<file path="config.mk">
export PLATFORM = sky130hd
export DESIGN_NAME = lsu_mem_stage_flat
export DESIGN_NICKNAME = d
export VERILOG_FILES = /design/src/rtl/rv32_pkg.sv /design/src/rtl/lsu_mem_stage_if.sv /design/src/rtl/lsu_load_extend.sv /design/src/rtl/lsu_mem_stage.sv /design/src/flat_wrapper.sv
export SDC_FILE = /design/constraint.sdc
export NUM_CORES = 1
export LEC_CHECK = 0
export ABC_AREA = 1
export BUFFER_PORTS_ARGS = -buffer_cell sky130_fd_sc_hd__buf_2
export CAP_MARGIN = 15
export CORE_MARGIN = 10
export CORE_UTILIZATION = 39
export CTS_CLUSTER_SIZE = 8
export DETAILED_ROUTE_END_ITERATION = 12
export GPL_ROUTABILITY_DRIVEN = 1
export PLACE_DENSITY = 0.89
export SLEW_MARGIN = 30
export SYNTH_ARGS = -nofsm -noshare
export SYNTH_HDL_FRONTEND = slang
export SYNTH_SLANG_ARGS = --single-unit
</file>
<file path="constraint.sdc">
create_clock -name clk_i -period 1.25 [get_ports clk_i]
set_input_delay 0.125 -clock clk_i [delete_from_list [all_inputs] [get_ports clk_i]]
set_output_delay 0.125 -clock clk_i [all_outputs]
set_load 0.005 [all_outputs]
</file>
<file path="src/rtl/rv32_pkg.sv">
// Shared RV32 load/store definitions: funct3 encodings, LSU state type,
// access-size decode and byte-enable generation.
package rv32_pkg;

  localparam logic [2:0] F3_B  = 3'b000;
  localparam logic [2:0] F3_H  = 3'b001;
  localparam logic [2:0] F3_W  = 3'b010;
  localparam logic [2:0] F3_BU = 3'b100;
  localparam logic [2:0] F3_HU = 3'b101;

  typedef enum logic [1:0] {
    IDLE    = 2'd0,
    WAIT_RD = 2'd1,
    RESP    = 2'd2
  } lsu_state_e;

  typedef enum logic [1:0] {
    SZ_B = 2'd0,
    SZ_H = 2'd1,
    SZ_W = 2'd2
  } lsu_size_e;

  // Unlisted funct3 encodings fall back to a full-word access.
  function automatic lsu_size_e size_of(input logic [2:0] funct3);
    lsu_size_e sz;
    case (funct3)
      F3_B, F3_BU: sz = SZ_B;
      F3_H, F3_HU: sz = SZ_H;
      F3_W:        sz = SZ_W;
      default:     sz = SZ_W;
    endcase
    return sz;
  endfunction

  function automatic logic [3:0] be_gen(input logic [2:0] funct3, input logic [1:0] off);
    logic [3:0] be;
    case (size_of(funct3))
      SZ_B:    be = 4'b0001 << off;
      SZ_H:    be = 4'b0011 << {off[1], 1'b0};
      default: be = 4'b1111;
    endcase
    return be;
  endfunction

endpackage

</file>
<file path="src/rtl/lsu_mem_stage_if.sv">
// Data-memory req/gnt/rvalid port between the LSU (master) and the data
// memory or bus fabric (slave).
interface lsu_mem_stage_if #(
    parameter int WIDTH      = 32,
    parameter int ADDR_WIDTH = 32
);
    logic                  req;
    logic                  we;
    logic [ADDR_WIDTH-1:0] addr;
    logic [WIDTH/8-1:0]    be;
    logic [WIDTH-1:0]      wdata;
    logic                  gnt;
    logic                  rvalid;
    logic [WIDTH-1:0]      rdata;

    modport master (
        output req, we, addr, be, wdata,
        input  gnt, rvalid, rdata
    );

    modport slave (
        input  req, we, addr, be, wdata,
        output gnt, rvalid, rdata
    );
endinterface

</file>
<file path="src/rtl/lsu_load_extend.sv">
// Selects the addressed byte/half of a loaded word and sign- or zero-extends
// it according to funct3; anything that is not a byte or half passes through.
module lsu_load_extend
    import rv32_pkg::*;
(
    input  logic [31:0] rdata,
    input  logic [1:0]  off,
    input  logic [2:0]  funct3,
    output logic [31:0] ext
);
    logic [7:0]  byte_sel;
    logic [15:0] half_sel;

    assign byte_sel = rdata[{off, 3'b000} +: 8];
    assign half_sel = off[1] ? rdata[31:16] : rdata[15:0];

    always_comb begin
        case (funct3)
            F3_B:    ext = {{24{byte_sel[7]}}, byte_sel};
            F3_BU:   ext = {24'b0, byte_sel};
            F3_H:    ext = {{16{half_sel[15]}}, half_sel};
            F3_HU:   ext = {16'b0, half_sel};
            default: ext = rdata;
        endcase
    end
endmodule

</file>
<file path="src/rtl/lsu_mem_stage.sv">
// MEM-stage load/store unit: issues req/gnt/rvalid data-memory accesses and
// stalls the pipeline while a load is outstanding. Optional misaligned-access
// trap is enabled with `define LSU_MISALIGN_TRAP_EN.
module lsu_mem_stage
    import rv32_pkg::*;
#(
    parameter int WIDTH      = 32,
    parameter int ADDR_WIDTH = 32
) (
    input  logic                  clk_i,
    input  logic                  rst_n_i,
    input  logic                  mem_rd_en_m_i,
    input  logic                  mem_wr_en_m_i,
    input  logic [2:0]            funct3_m_i,
    input  logic [ADDR_WIDTH-1:0] addr_m_i,
    input  logic [WIDTH-1:0]      wr_data_m_i,
    output logic [WIDTH-1:0]      read_data_m_o,
    output logic                  stall_m_o,
`ifdef LSU_MISALIGN_TRAP_EN
    output logic                  misalign_o,
`endif
    lsu_mem_stage_if.master       dmem
);
    lsu_state_e      state_q, state_d;
    logic [WIDTH-1:0] rdata_q;
    logic [1:0]      off_q;
    logic [2:0]      f3_q;

    logic            op;
    logic            is_load;
    logic            misalign;
    logic            req;
    logic            stall;
    lsu_size_e       sz;
    logic [WIDTH-1:0] lanes;
    logic [WIDTH-1:0] ext;

    assign is_load = mem_rd_en_m_i;
    assign op      = mem_rd_en_m_i | mem_wr_en_m_i;
    assign sz      = size_of(funct3_m_i);

`ifdef LSU_MISALIGN_TRAP_EN
    assign misalign = op && (state_q == IDLE) &&
                      (((sz == SZ_H) && addr_m_i[0]) ||
                       ((sz == SZ_W) && (addr_m_i[1:0] != 2'b00)));
    assign misalign_o = misalign;
`else
    assign misalign = 1'b0;
`endif

    // NOTE: every signal gets a default before the case so no path leaves
    // it unassigned, which would otherwise infer a latch.
    always_comb begin
        state_d = state_q;
        req     = 1'b0;
        stall   = 1'b0;
        case (state_q)
            IDLE: begin
                if (op && !misalign) begin
                    req = 1'b1;
                    if (dmem.gnt) begin
                        if (is_load) begin
                            state_d = WAIT_RD;
                            stall   = 1'b1;
                        end
                    end else begin
                        stall = 1'b1;
                    end
                end
            end
            WAIT_RD: begin
                stall = 1'b1;
                if (dmem.rvalid) state_d = RESP;
            end
            RESP:    state_d = IDLE;
            default: state_d = IDLE;
        endcase
    end

    // NOTE: sequential state uses non-blocking assignments so every register
    // samples the pre-edge values regardless of statement order.
    always_ff @(posedge clk_i or negedge rst_n_i) begin
        if (!rst_n_i) begin
            state_q <= IDLE;
            rdata_q <= '0;
            off_q   <= '0;
            f3_q    <= '0;
        end else begin
            state_q <= state_d;
            if (state_q == IDLE && req && dmem.gnt && is_load) begin
                off_q <= addr_m_i[1:0];
                f3_q  <= funct3_m_i;
            end
            if (state_q == WAIT_RD && dmem.rvalid) rdata_q <= dmem.rdata;
        end
    end

    always_comb begin
        case (sz)
            SZ_B:    lanes = {4{wr_data_m_i[7:0]}};
            SZ_H:    lanes = {2{wr_data_m_i[15:0]}};
            default: lanes = wr_data_m_i;
        endcase
    end

    lsu_load_extend u_load_extend (
        .rdata  (rdata_q),
        .off    (off_q),
        .funct3 (f3_q),
        .ext    (ext)
    );

    // Bus fields are held at zero whenever no request is presented.
    assign dmem.req   = req;
    assign dmem.we    = req & ~is_load;
    assign dmem.addr  = req ? {addr_m_i[ADDR_WIDTH-1:2], 2'b00} : '0;
    assign dmem.be    = req ? be_gen(funct3_m_i, addr_m_i[1:0]) : '0;
    assign dmem.wdata = (req && !is_load) ? lanes : '0;

    assign stall_m_o     = stall;
    assign read_data_m_o = (state_q == RESP) ? ext : '0;

    a_no_dual_op : assert property (@(posedge clk_i) disable iff (!rst_n_i)
                                    !(mem_rd_en_m_i && mem_wr_en_m_i));
endmodule

</file>
<file path="src/flat_wrapper.sv">
// flat-port wrapper written by rule: the top's interface ports become plain ports
module lsu_mem_stage_flat import rv32_pkg::*;
#(
    parameter int WIDTH      = 32,
    parameter int ADDR_WIDTH = 32
)
  (clk_i, rst_n_i, mem_rd_en_m_i, mem_wr_en_m_i, funct3_m_i, addr_m_i, wr_data_m_i, read_data_m_o, stall_m_o, dmem_req, dmem_we, dmem_addr, dmem_be, dmem_wdata, dmem_gnt, dmem_rvalid, dmem_rdata);
  lsu_mem_stage_if #(.WIDTH(WIDTH), .ADDR_WIDTH(ADDR_WIDTH)) dmem_i ();
  input  logic clk_i;
  input  logic rst_n_i;
  input  logic mem_rd_en_m_i;
  input  logic mem_wr_en_m_i;
  input  logic [2:0] funct3_m_i;
  input  logic [ADDR_WIDTH-1:0] addr_m_i;
  input  logic [WIDTH-1:0] wr_data_m_i;
  output logic [WIDTH-1:0] read_data_m_o;
  output logic stall_m_o;
  output wire logic [$bits(dmem_i.req)-1:0] dmem_req;
  output wire logic [$bits(dmem_i.we)-1:0] dmem_we;
  output wire logic [$bits(dmem_i.addr)-1:0] dmem_addr;
  output wire logic [$bits(dmem_i.be)-1:0] dmem_be;
  output wire logic [$bits(dmem_i.wdata)-1:0] dmem_wdata;
  input wire logic [$bits(dmem_i.gnt)-1:0] dmem_gnt;
  input wire logic [$bits(dmem_i.rvalid)-1:0] dmem_rvalid;
  input wire logic [$bits(dmem_i.rdata)-1:0] dmem_rdata;
  assign dmem_req = dmem_i.req;
  assign dmem_we = dmem_i.we;
  assign dmem_addr = dmem_i.addr;
  assign dmem_be = dmem_i.be;
  assign dmem_wdata = dmem_i.wdata;
  assign dmem_i.gnt = dmem_gnt;
  assign dmem_i.rvalid = dmem_rvalid;
  assign dmem_i.rdata = dmem_rdata;
  lsu_mem_stage #(.WIDTH(WIDTH), .ADDR_WIDTH(ADDR_WIDTH)) u_core (.clk_i(clk_i), .rst_n_i(rst_n_i), .mem_rd_en_m_i(mem_rd_en_m_i), .mem_wr_en_m_i(mem_wr_en_m_i), .funct3_m_i(funct3_m_i), .addr_m_i(addr_m_i), .wr_data_m_i(wr_data_m_i), .read_data_m_o(read_data_m_o), .stall_m_o(stall_m_o), .dmem(dmem_i));
endmodule
</file>
==> results of run 1 <==
-- per-layer routing --
layer / wire, um / part of all wire (%) / global-route usage (%) / up-vias
met4: 878 / 4.9 / 10.4 / 0
met2: 9340 / 52 / 45.5 / 353
li1: - / - / - / 2069
met1: 5750 / 32 / 23.8 / 2214
met5: 0 / 0 / 0 / -
met3: 2070 / 11 / 10.2 / 80
-- stage by stage --
step | hold slack, ns | cells | power, W | setup WS (ns)
2_1_floorplan | -0.171 | 502 | 0.00366 | -0.0222
3_3_place_gp | 0.0424 | 809 | 0.00470 | -0.316
3_5_place_dp | 0.0468 | 809 | 0.00478 | -0.367
4_1_cts | 0.0247 | 838 | 0.00655 | -0.462
5_1_grt | 0.00641 | 849 | 0.00785 | -0.672
6_report | 0.0126 | 849 | 0.00751 | -0.643
-- cell usage in the layout, fill, tap and decap left out, types with 8 or more instances in the layout --
| cell | count |
|---|---|
| o21ai_2 | 17 |
| nor3_4 | 9 |
| nor3_2 | 11 |
| nor2_4 | 21 |
| o21ai_1 | 22 |
| buf_2 | 197 |
| dfrtp_1 | 37 |
| a21oi_2 | 29 |
| o22ai_1 | 8 |
| nor2_1 | 67 |
| inv_1 | 58 |
| buf_4 | 30 |
| nand2_2 | 22 |
| nand2_4 | 18 |
| a21oi_1 | 17 |
| buf_6 | 18 |
| o21ai_0 | 21 |
| nand2_1 | 74 |
-- cell families after synthesis --
group	Yosys count	share of synthesized area (%)
AOI/OAI and AO/OA	118	21.9
buffers and inverters	102	14.8
DFF	39	31.0
other	1	0.119
and+or+nand+nor	241	32.2
-- where the power goes --
part	switching (W)	internal, W
registers	0.000431	0.00167
clock network	0.000450	0.000503
logic	0.00268	0.00177
-- worst paths after layout --
check,start,end,slack [ns],cells after the start
setup reg to reg,u_core.state_q[0]$_DFFE_PN0P_,u_core.rdata_q[4]$_DFFE_PN0P_,-0.16,9
hold / removal,dmem_rdata[8],u_core.rdata_q[8]$_DFFE_PN0P_,0.01,3
setup / recovery,u_core.state_q[0]$_DFFE_PN0P_,read_data_m_o[8],-0.64,7
min in group asynchronous,rst_n_i,u_core.rdata_q[23]$_DFFE_PN0P_,0.27,2
hold reg to reg,u_core.rdata_q[28]$_DFFE_PN0P_,u_core.rdata_q[28]$_DFFE_PN0P_,0.54,2
max in group asynchronous,rst_n_i,u_core.off_q[0]$_DFFE_PN0P_,0.51,3
-- critical path, cell delays in order (launching register included) --
cell and delay [ns]:
dfrtp_1 0.41, buf_6 0.13, nor2_4 0.16, buf_4 0.16, clkbuf_16 0.14, o21ai_0 0.12
a21oi_1 0.18, buf_2 0.14
-- sequential cells by signal, indices dropped and copies added (netlist names) --
register / cells
u_core.off_q: 2
u_core.state_q: 2
u_core.f3_q: 3
u_core.rdata_q: 32
-- area by class of cell --
type | instances | area (sq um) | area share, %
multi-input combinational | 364 | 2410 | 42.1
timing repair buffer | 265 | 1820 | 31.8
sequential | 39 | 978 | 17.1
inverter | 69 | 284 | 4.96
tap | 102 | 128 | 2.23
clock buffer | 8 | 100 | 1.75
antenna | 2 | 5.00 | 0.0874
-- timing repair --
action,CTS,global route
pin swaps,20,15
cloned,7,5
gates resized for setup,115,129
endpoints found under the setup margin,125,138
hold buffers,1,0
hold endpoints to repair,13,0
setup buffers,14,7
==> run_results.csv, run 1 <==
group,metric,value,unit
status,status,"finished, violations left",
status,violations,"negative setup slack",
drt,wl_per_cell,21.3,um
drt,viasPerCell,5.55,
place,place_hpwl,10800,um
cts,cts.sinks,39,
floorplanning,fp.dieH,110,um
power,ir_drop,0.523,mV
critical_path,crit_path_end_kind,"primary output",
floorplanning,pin_count,208,
sta,rsz0062_at_grt,"true",
cts,path_clk_slew,0.07,ns
sta,fin_crit_sh,151,%
drt,finalWirelength,18000,um
sta,max_freq,528,MHz
cts,h-tree-depth,2,
cells_and_area,syn_to_final_growth,81.7,%
synth,synth_area_leaders,"dfrtp_1 (31%), nand2_1 (13%), nor2_1 (10%)",
cts,cts_tree,"yes",
critical_path,worst-path-max-fanout,9,
drt,drc_errors,0,
sta,skew,0.00512,ns
cts,clock_latency,0.31,ns
critical_path,crit_type,"flop to primary output",
floorplanning,fp.dieW,110,um
critical_path,setup.worst_path.start_class,"flop",
synth,ys_seq_elements,39,
hold_path,holdCritPathClass,"input port to flop",
synth,synthFlopType,"dfrtp_1",
synth,synth.cell_area,3150,sq um
synth,synth_top_cell_by_area,"dfrtp_1",
cts,cts_root_buf,"clkbuf_8",
cells_and_area,fin_util,73.4,%
cts,cts.path.max_buffers,2,
sta,final.setup.tns,-46.24,ns
critical_path,cp.arrival,1.77,ns
sta,final-setup-viol-count,135,
floorplanning,initial_core_util,40.4,%
job,drv_cap,0,
global_routing,antenna_found_initial,2,
synth,ys_seq_area_share,31.0,%
critical_path,worstPathRequired,1.12,ns
synth,postSynthCellCount,501,
synth,netlist_top_cells_count,"nand2_1 (112), nor2_1 (85), inv_1 (63), o21ai_0 (53), dfrtp_1 (39)",
drt,drt_iter0_markers,403,
synth,yosysMostFrequentCell,"nand2_1",
global_routing,grtUsageTotal,24.8,%
drt,via_count,4716,
sta,timing.final.crit_period,1.89,ns
cells_and_area,fill_cells,508,
place,place_area,4410,sq um
drt,first_pass_iters,9,
cts,numCtsBuffers,5,
drt,antenna_left,0,
global_routing,gr-total-overflow,0,
power,power.density,1310,nW/um^2
sta,slew_violations,0,
synth,async_reset_ff_share,100,%
power,p_leak,3.09,nW
global_routing,grt_first_pass_wirelength,23500,um
cells_and_area,stdcell_area,5730,sq um
synth,synth_edf_count,0,
place,place_congestion,0.922,
global_routing,grt_pass1_vias,4630,
synth,synth_cell_types,28,
cells_and_area,final_layout_size_suffix_gt1_share,57.6,%
floorplanning,dieArea,12100,sq um
sta,setup_ws,-0.643,ns
sta,timing_hold_violations_final,0,
synth,yosysWarnings,0,
synth,netlist.area_leader.share,31.0,%
synth,syn_area_per_cell,6.29,sq um
place,port_buffers,205,
global_routing,grt_max_degree,31,
floorplanning,core,7810,sq um
floorplanning,rows,32,
cells_and_area,nNetsFinal,849,
Power figures use the tool's default switching activity.
==> run 2: changes to the inputs <==
==> constraint.sdc (replaced) <==
create_clock -name clk_i -period 1.25 [get_ports clk_i]
set_input_delay 0.125 -clock clk_i [delete_from_list [all_inputs] [get_ports clk_i]]
set_output_delay 0.125 -clock clk_i [all_outputs]
set_load 0.02 [all_outputs]
==> run 2 against run 1 <==
The run still ends with negative setup slack left. Total power rose by 17%. Via count grew 6.1%. First-iteration DRC count up 25%. Critical path depth shrank 1. Core utilization up 11 points. Clock skew increased by 0.0068 ns. Clock power rose by 22%. Largest cell class unchanged. Highest routed layer unchanged.
==> run_results.csv, run 2 (same netlist as run 1, synthesis figures left out) <==
group,metric,value,unit
cts,cts.sinks,39,
sta,skew,0.0119,ns
floorplanning,rows,32,
cts,cts.path.max_buffers,2,
sta,slew_violations,0,
cts,clock_latency,0.31,ns
cells_and_area,most-common-layout-cells,"buf_2 (133), buf_6 (76), nand2_1 (63)",
floorplanning,fp.dieW,110,um
global_routing,grt_pass1_vias,4939,
cts,cts_root_buf,"clkbuf_8",
cells_and_area,final_layout_size_suffix_gt1_share,60.9,%
cells_and_area,fill_cells,349,
drt,drc_errors,0,
cells_and_area,reg.largest.list,"u_core.rdata_q x32, u_core.f3_q x3",
sta,max_freq,528,MHz
cells_and_area,stdcell_area,6560,sq um
cells_and_area,regMostFlops,"u_core.rdata_q",
critical_path,ff2ff_setup_slack,-0.40,ns
status,violations,"negative setup slack",
power,ir_drop,0.572,mV
sta,timing.final.crit_period,1.89,ns
cells_and_area,nNetsFinal,864,
place,place_congestion,0.897,
place,place_area,4950,sq um
place,port_buffers,205,
hold_path,worstHoldStart,"dmem_rdata[19]",
drt,via_count,5003,
floorplanning,pin_count,208,
critical_path,reg2reg_from,"u_core.state_q[1]$_DFFE_PN0P_",
cells_and_area,layout_commonest_cell,"buf_2",
sta,setup_ws,-0.642,ns
cells_and_area,multiInputGateArea,2580,sq um
hold_path,min_to,"u_core.rdata_q[19]$_DFFE_PN0P_",
drt,wl_per_cell,23.8,um
drt,first_pass_iters,5,
global_routing,grtUsageTotal,26.7,%
cells_and_area,largest_reg_flops,32,
floorplanning,fp.dieH,110,um
global_routing,grt_max_degree,40,
hold_path,hold_path_depth,3,
cells_and_area,syn_to_final_growth,108,%
sta,fin_crit_sh,151,%
drt,drt_iter0_markers,505,
critical_path,setup.worst_path.start_class,"flop",
global_routing,grt_first_pass_wirelength,25600,um
drt,finalWirelength,20600,um
global_routing,antenna_found_initial,0,
cts,cts_tree,"yes",
cells_and_area,antenna_cells,0,
status,status,"finished, violations left",
critical_path,worst-path-max-fanout,16,
hold_path,holdCritPathClass,"input port to flop",
sta,rsz0062_at_grt,"true",
job,drv_cap,0,
drt,antenna_left,0,
critical_path,cp.arrival,1.77,ns
sta,final-setup-viol-count,134,
global_routing,gr-total-overflow,0,
power,power.density,1340,nW/um^2
floorplanning,core,7810,sq um
critical_path,worst_r2r_endpoint,"u_core.rdata_q[0]$_DFFE_PN0P_",
floorplanning,initial_core_util,40.4,%
critical_path,worstPathRequired,1.12,ns
cts,path_clk_slew,0.09,ns
sta,hold_ws,0.0103,ns
critical_path,crit_type,"flop to primary output",
power,p_leak,3.24,nW
critical_path,reg2reg_depth,10,
sta,timing_hold_violations_final,0,
cts,h-tree-depth,2,
drt,viasPerCell,5.80,
cells_and_area,seq_area,980,sq um
critical_path,crit_path_end_kind,"primary output",
floorplanning,dieArea,12100,sq um
cts,numCtsBuffers,5,
place,place_hpwl,11200,um
## run 2: cell count changes in the layout (fill, tap and decap cells not counted), sizes merged
cell,change
buf,+19
bufinv,+1
clkbuf,-3
clkinv,+1
diode,-2
nand2,-3
## run 2: metal layers
layer / GRT usage (%) / share of wire, % / vias to the layer above
met5: 0 / 0 / -
met2: 48.9 / 50 / 489
met1: 26.4 / 31 / 2300
met3: 9.30 / 12 / 120
li1: - / - / 2094
met4: 12.4 / 5.9 / 0
## run 2: critical path, cell delays in order, from the launching register on
cell and delay, ns:
dfrtp_2 0.47, buf_4 0.25, o21ai_0 0.12, o21bai_1 0.21
nor2_1 0.11, nor2_2 0.17, buf_6 0.14
## run 2: worst max path at each step
stage	from	end	depth (start not counted)	slack (ns)
after floorplan	u_core.state_q[0]$_DFFE_PN0P_	dmem_wdata[0]	6	-0.20
after global placement	u_core.state_q[0]$_DFFE_PN0P_	dmem_wdata[28]	7	-0.23
after detailed placement	u_core.f3_q[1]$_DFFE_PN0P_	read_data_m_o[16]	7	-0.26
after CTS	u_core.state_q[1]$_DFFE_PN0P_	dmem_wdata[7]	8	-0.50
after global routing	u_core.off_q[1]$_DFFE_PN0P_	read_data_m_o[6]	7	-0.66
final	u_core.off_q[1]$_DFFE_PN0P_	read_data_m_o[3]	6	-0.64
## run 2: through the flow
step / power, W / util, % / setup TNS, ns / instances / worst slack, ns
after floorplan: 0.00431 / - / -8.97 / 502 / -0.199
after global placement: 0.00556 / 63.4 / -12.39 / 826 / -0.226
after detailed placement: 0.00567 / 63.4 / -15.25 / 826 / -0.257
after CTS: 0.00760 / 77.3 / -45.72 / 856 / -0.502
after global routing: 0.00908 / 84.1 / -62.76 / 862 / -0.664
final: 0.00880 / 84.1 / -55.05 / 862 / -0.642
## run 2: repair_timing
| action | in CTS | in global routing |
|---|---|---|
| endpoints found under the hold margin | 39 | 0 |
| hold buffers | 1 | 0 |
| pin swaps | 16 | 37 |
| cloned | 8 | 4 |
| gates resized for setup | 216 | 139 |
| setup buffers | 14 | 7 |
| setup endpoints to repair | 113 | 139 |
## run 2: layout make-up
| cell class | count | share of cell area [%] |
|---|---|---|
| multi-input combinational | 361 | 39.3 |
| sequential | 39 | 14.9 |
| clock inverter | 2 | 0.534 |
| timing repair buffer | 283 | 37.8 |
| inverter | 69 | 4.25 |
| tap | 102 | 1.94 |
| clock buffer | 6 | 1.26 |
## run 2: report_power, final
part / internal [W] / leakage [nW] / switching (W)
Clock: 0.000647 / 0.0612 / 0.000508
Sequential: 0.00167 / 0.480 / 0.000520
Combinational: 0.00219 / 2.70 / 0.00326
